## src/rtl/ram189_arbiter_pkg.sv

```systemverilog
// Shared types and constants for the two-requester CI74F189 RAM arbiter.
package ram189_pkg;

    localparam int DEF_ADDR_W = 4;
    localparam int DEF_DATA_W = 4;

    typedef enum logic [1:0] {IDLE, SETUP, ACCESS, DONE} state_t;

    localparam logic OP_WR = 1'b1;
    localparam logic OP_RD = 1'b0;

endpackage

```

## src/rtl/ram189_arbiter_rr_arb2.sv

```systemverilog
// Two-input round-robin grant; the pointer favours whichever requester lost the last grant.
module rr_arb2 (
    input  logic       clk,
    input  logic       rst,
    input  logic [1:0] req,
    input  logic       take,
    output logic [1:0] gnt
);

    logic ptr;

    always_comb begin
        gnt = req;
        if (req == 2'b11) begin
            gnt = ptr ? 2'b10 : 2'b01;
        end
    end

    // Granting requester 0 hands priority to requester 1 and vice versa.
    always_ff @(posedge clk) begin
        if (rst) begin
            ptr <= 1'b0;
        end else if (take) begin
            ptr <= gnt[0];
        end
    end

endmodule

```

## src/rtl/ram189_arbiter.sv

```systemverilog
// Arbitrates two req/ack masters onto one 16x4 inverted-output RAM and sequences its pins.
module ram189_arbiter
    import ram189_pkg::*;
#(
    parameter int ACC_CYC = 1,
    parameter int ADDR_W  = DEF_ADDR_W,
    parameter int DATA_W  = DEF_DATA_W
) (
    input  logic              clk,
    input  logic              rst,
    input  logic              req0,
    input  logic              wr0,
    input  logic [ADDR_W-1:0] addr0,
    input  logic [DATA_W-1:0] wdata0,
    output logic              ack0,
    output logic [DATA_W-1:0] rdata0,
    input  logic              req1,
    input  logic              wr1,
    input  logic [ADDR_W-1:0] addr1,
    input  logic [DATA_W-1:0] wdata1,
    output logic              ack1,
    output logic [DATA_W-1:0] rdata1,
    output logic [ADDR_W-1:0] ram_a,
    output logic [DATA_W-1:0] ram_d,
    output logic              ram_cs_n,
    output logic              ram_we_n,
    input  logic [DATA_W-1:0] ram_o
);

    localparam int CNT_W = $clog2(ACC_CYC + 1);

    state_t             state;
    state_t             state_n;
    logic               take;
    logic [1:0]         gnt;
    logic               sel;
    logic               op;
    logic [CNT_W-1:0]   cnt;
    logic               cs_n_nx;
    logic               we_n_nx;

    rr_arb2 u_arb (
        .clk  (clk),
        .rst  (rst),
        .req  ({req1, req0}),
        .take (take),
        .gnt  (gnt)
    );

    // Pin levels are computed from the next state and registered, so they never glitch.
    always_comb begin
        state_n = state;
        take    = 1'b0;
        case (state)
            IDLE: begin
                if (req0 || req1) begin
                    state_n = SETUP;
                    take    = 1'b1;
                end
            end
            SETUP:   state_n = ACCESS;
            ACCESS:  if (cnt == '0) state_n = DONE;
            DONE:    state_n = IDLE;
            default: state_n = IDLE;
        endcase
        cs_n_nx = (state_n != ACCESS);
        we_n_nx = !((state_n == ACCESS) && (op == OP_WR));
    end

    always_ff @(posedge clk) begin
        if (rst) begin
            state    <= IDLE;
            sel      <= 1'b0;
            op       <= OP_RD;
            cnt      <= '0;
            ram_a    <= '0;
            ram_d    <= '0;
            ram_cs_n <= 1'b1;
            ram_we_n <= 1'b1;
            ack0     <= 1'b0;
            ack1     <= 1'b0;
            rdata0   <= '0;
            rdata1   <= '0;
        end else begin
            state    <= state_n;
            ram_cs_n <= cs_n_nx;
            ram_we_n <= we_n_nx;
            ack0     <= (state_n == DONE) && !sel;
            ack1     <= (state_n == DONE) && sel;
            if (take) begin
                sel   <= gnt[1];
                op    <= gnt[1] ? wr1 : wr0;
                ram_a <= gnt[1] ? addr1 : addr0;
                ram_d <= gnt[1] ? wdata1 : wdata0;
            end
            if (state == SETUP) begin
                cnt <= CNT_W'(ACC_CYC - 1);
            end else if ((state == ACCESS) && (cnt != '0)) begin
                cnt <= cnt - 1'b1;
            end
            // The RAM output is inverted; only the granted requester's rdata moves.
            if ((state == ACCESS) && (cnt == '0) && (op == OP_RD)) begin
                if (sel) begin
                    rdata1 <= ~ram_o;
                end else begin
                    rdata0 <= ~ram_o;
                end
            end
        end
    end

endmodule

```

## config.mk

```make
export PLATFORM = sky130hd
export DESIGN_NAME = ram189_arbiter
export DESIGN_NICKNAME = d
export VERILOG_FILES = /design/src/rtl/ram189_arbiter_pkg.sv /design/src/rtl/ram189_arbiter_rr_arb2.sv /design/src/rtl/ram189_arbiter.sv
export SDC_FILE = /design/constraint.sdc
export NUM_CORES = 1
export LEC_CHECK = 0
export BUFFER_PORTS_ARGS = -buffer_cell sky130_fd_sc_hd__clkbuf_2
export CORE_MARGIN = 3
export CORE_UTILIZATION = 45
export CTS_BUF_LIST = sky130_fd_sc_hd__clkbuf_8
export DETAILED_ROUTE_END_ITERATION = 8
export GPL_TIMING_DRIVEN = 0
export HOLD_SLACK_MARGIN = 0.12
export MAX_ROUTING_LAYER = met4
export PLACE_DENSITY = 0.81
export SYNTH_ARGS = -nofsm -noshare
export SYNTH_HDL_FRONTEND = slang
export SYNTH_SLANG_ARGS = --single-unit
```

## constraint.sdc

```tcl
create_clock -name clk -period 2.6 [get_ports clk]
set_input_delay 0.39 -clock clk [delete_from_list [all_inputs] [get_ports clk]]
set_output_delay 0.39 -clock clk [all_outputs]
set_load 0.01 [all_outputs]
```

==> metrics.txt <==
outcome=finished clean; worst skew pair latency=0.28 ns; crit path capture type=flip-flop; Buf/Inv on CP=0; final wirelength=2750 um; largest net degree at the start of global routing=16; cts hold-fix bufs=0; Slew HR=65.9%; Final period util=55.1%; Worst Setup SP=cnt; maxcap violations=0; Mapped Cells=113; routability cong.=0.761; layout cells sized above 1=33.5%; Leak Pwr=0.568 nW; initial antenna violation count=0; CTS tree=yes; Crit Reg-Reg Startpoint=cnt; ANT cells=0; crit path kind=reg -> reg; Die W=54.3 um; row cnt=16; critical path fanouts, max=10; die area=0.00295 mm2; Mapped Nets=139; Worst R2R End=rdata1[3]; I/O pin total=46; initial core utilization=50.4%; root buffer cell=clkbuf_8; final setup fails=0; Pre-antenna DRT Iters=4; count of input and output buffers=44; hold endpoint=rdata1[1]; Max clock buf depth=2; Crit path depth=3; Final Critical Period=1.43 ns; fin util=66.0%; R2R Setup Slk=1.17 ns; clk_skew=0.00775 ns; multi-input logic area=483 um2; Min-Delay Path Depth=2; Reg clk slew, reported paths=0.09 ns; Min-Delay Startpoint=ram_o[1]; Worst EP arrival=1.58 ns; Tightest Pin Transition=0.511 ns; GR Util All Layers=21.3%; Post-DP Area=0.00130 mm2; CTS buffer count=3; CP max stage delay=0.53 ns; Nets=188; HP Class=in -> reg; syn avg cell area=9.29 um2; fill cell count=202; vias in the first global route=993; Finished Cell Area=0.00138 mm2; worst-path cell chain=nor4b_4, and2_2, a211oi_1; vias per cell=5.74; Worst VDD drop=0.435 mV; Final Hold Fails=0; Initial DRC Count=31; post-route ant nets=0; RSZ-0062 raised after global routing=false; routed len/inst=14.6 um; Core Footprint=0.00208 mm2; fmax=697 MHz; Clock Sinks=26; die height=54.3 um; first-pass GRT wire length=4360 um; #FFs+latches synth=26; Synth Warn #=0; HPWL after DPL=2040 um; FF-to-FF path depth=3; Post-CTS Resized=0; postcts setup bufs=0; grt total ovfl=0; Sum Neg Setup Slack=0 ns; CP Launch Type=flip-flop; slowest stage cell, crit path=nor4b_4; H-tree levels=1; Distinct cells, synth=23; power per cell area=740 mW/mm2; Pwr Total=1.02 mW; # DRC=0; cell area after synthesis=0.00105 mm2; via count=1080; Area Overhead vs Synth=31.0%; Seq/Total Area, Yosys=49.6%; Crit path required time=2.75 ns; Max Slew Vio Count=0; CP delay by family, top=simple AND/OR/NAND/NOR gates; register area=520 um2
## power breakdown
part | internal (mW) | switching, mW | leakage (nW)
logic | 0.0917 | 0.121 | 0.319
clock network | 0.206 | 0.130 | 0.0357
registers | 0.440 | 0.0292 | 0.213
## layer usage
layer,global-route usage (%),vias to the layer above,routed length [um]
met1,23.7,511,1100
met2,35.9,34,1430
li1,-,529,-
met3,5.72,6,184
met4,8.71,0,39
met5,-,-,0
## metrics by stage
step	hold WS, ns	setup slack (ns)	std cells
after detailed placement	0.437	1.11	184
final	0.297	1.17	188
after floorplan	0.402	1.37	113
after global placement	0.422	1.15	184
after CTS	0.295	1.16	188
after global routing	0.291	1.04	188
## cell usage in the layout (no fill, tap or decap), types with 2 or more instances in the layout
cell type	instances
clkbuf_2	44
and2_2	2
clkbuf_1	6
a211oi_1	8
nor4_1	2
dfxtp_1	26
a311oi_1	10
nand2b_1	3
nand3_1	10
clkbuf_8	3
nor2_1	2
o21ai_0	9
inv_1	3
a21oi_1	21
## flip-flops by register name, summed over array words and instances, names as in the netlist
signal	count
state	2
ack1	1
ram_cs_n	1
sel	1
cnt	1
rdata1	4
ram_a	4
ram_we_n	1
u_arb.ptr	1
rdata0	4
ack0	1
ram_d	4
op	1
## kinds of logic (layout without fill, tap and decap cells)
group / after synthesis / count (layout) / share of synthesized area, %
AOI/OAI and AO/OA: 50 / 50 / 29.9
DFF: 26 / 26 / 49.6
and+or+nand+nor: 26 / 26 / 16.1
buffers and inverters: 11 / 59 / 4.41
## worst max path at each step
stage	endpoint
floorplan	ram_a[3]
global route	ram_a[3]
detailed placement	ram_d[3]
global placement	ram_a[3]
CTS	rdata1[3]
finish	rdata1[3]
## cell type report
type	instances	area share (%)
Buffer	8	2.55
Clock buffer	3	3.00
Clock inverter	1	2.18
Inverter	3	0.819
Multi-Input combinational cell	76	35.1
Sequential cell	26	37.9
Tap cell	27	2.46
Timing Repair Buffer	44	16.0
## synth_stat cells (all sizes together)
cell | number | area share, %
or2 | 1 | 0.60
clkbuf | 6 | 2.1
a311oi | 10 | 8.3
nor2 | 2 | 0.72
nor2b | 1 | 0.60
nand2b | 3 | 1.8
buf | 2 | 1.2
nor4b | 1 | 2.3
inv | 3 | 1.1
and4b | 1 | 1.1
a211oi | 8 | 5.7
o21ai | 9 | 4.3
nand3 | 10 | 4.8
a2bb2oi | 1 | 0.83
nand3b | 1 | 0.72
nand2 | 1 | 0.36
a21o | 1 | 0.72
nor4 | 2 | 1.2
a21oi | 21 | 10
and2 | 3 | 2.0
dfxtp | 26 | 50
Note: power is estimated with default switching activity, not from simulation.
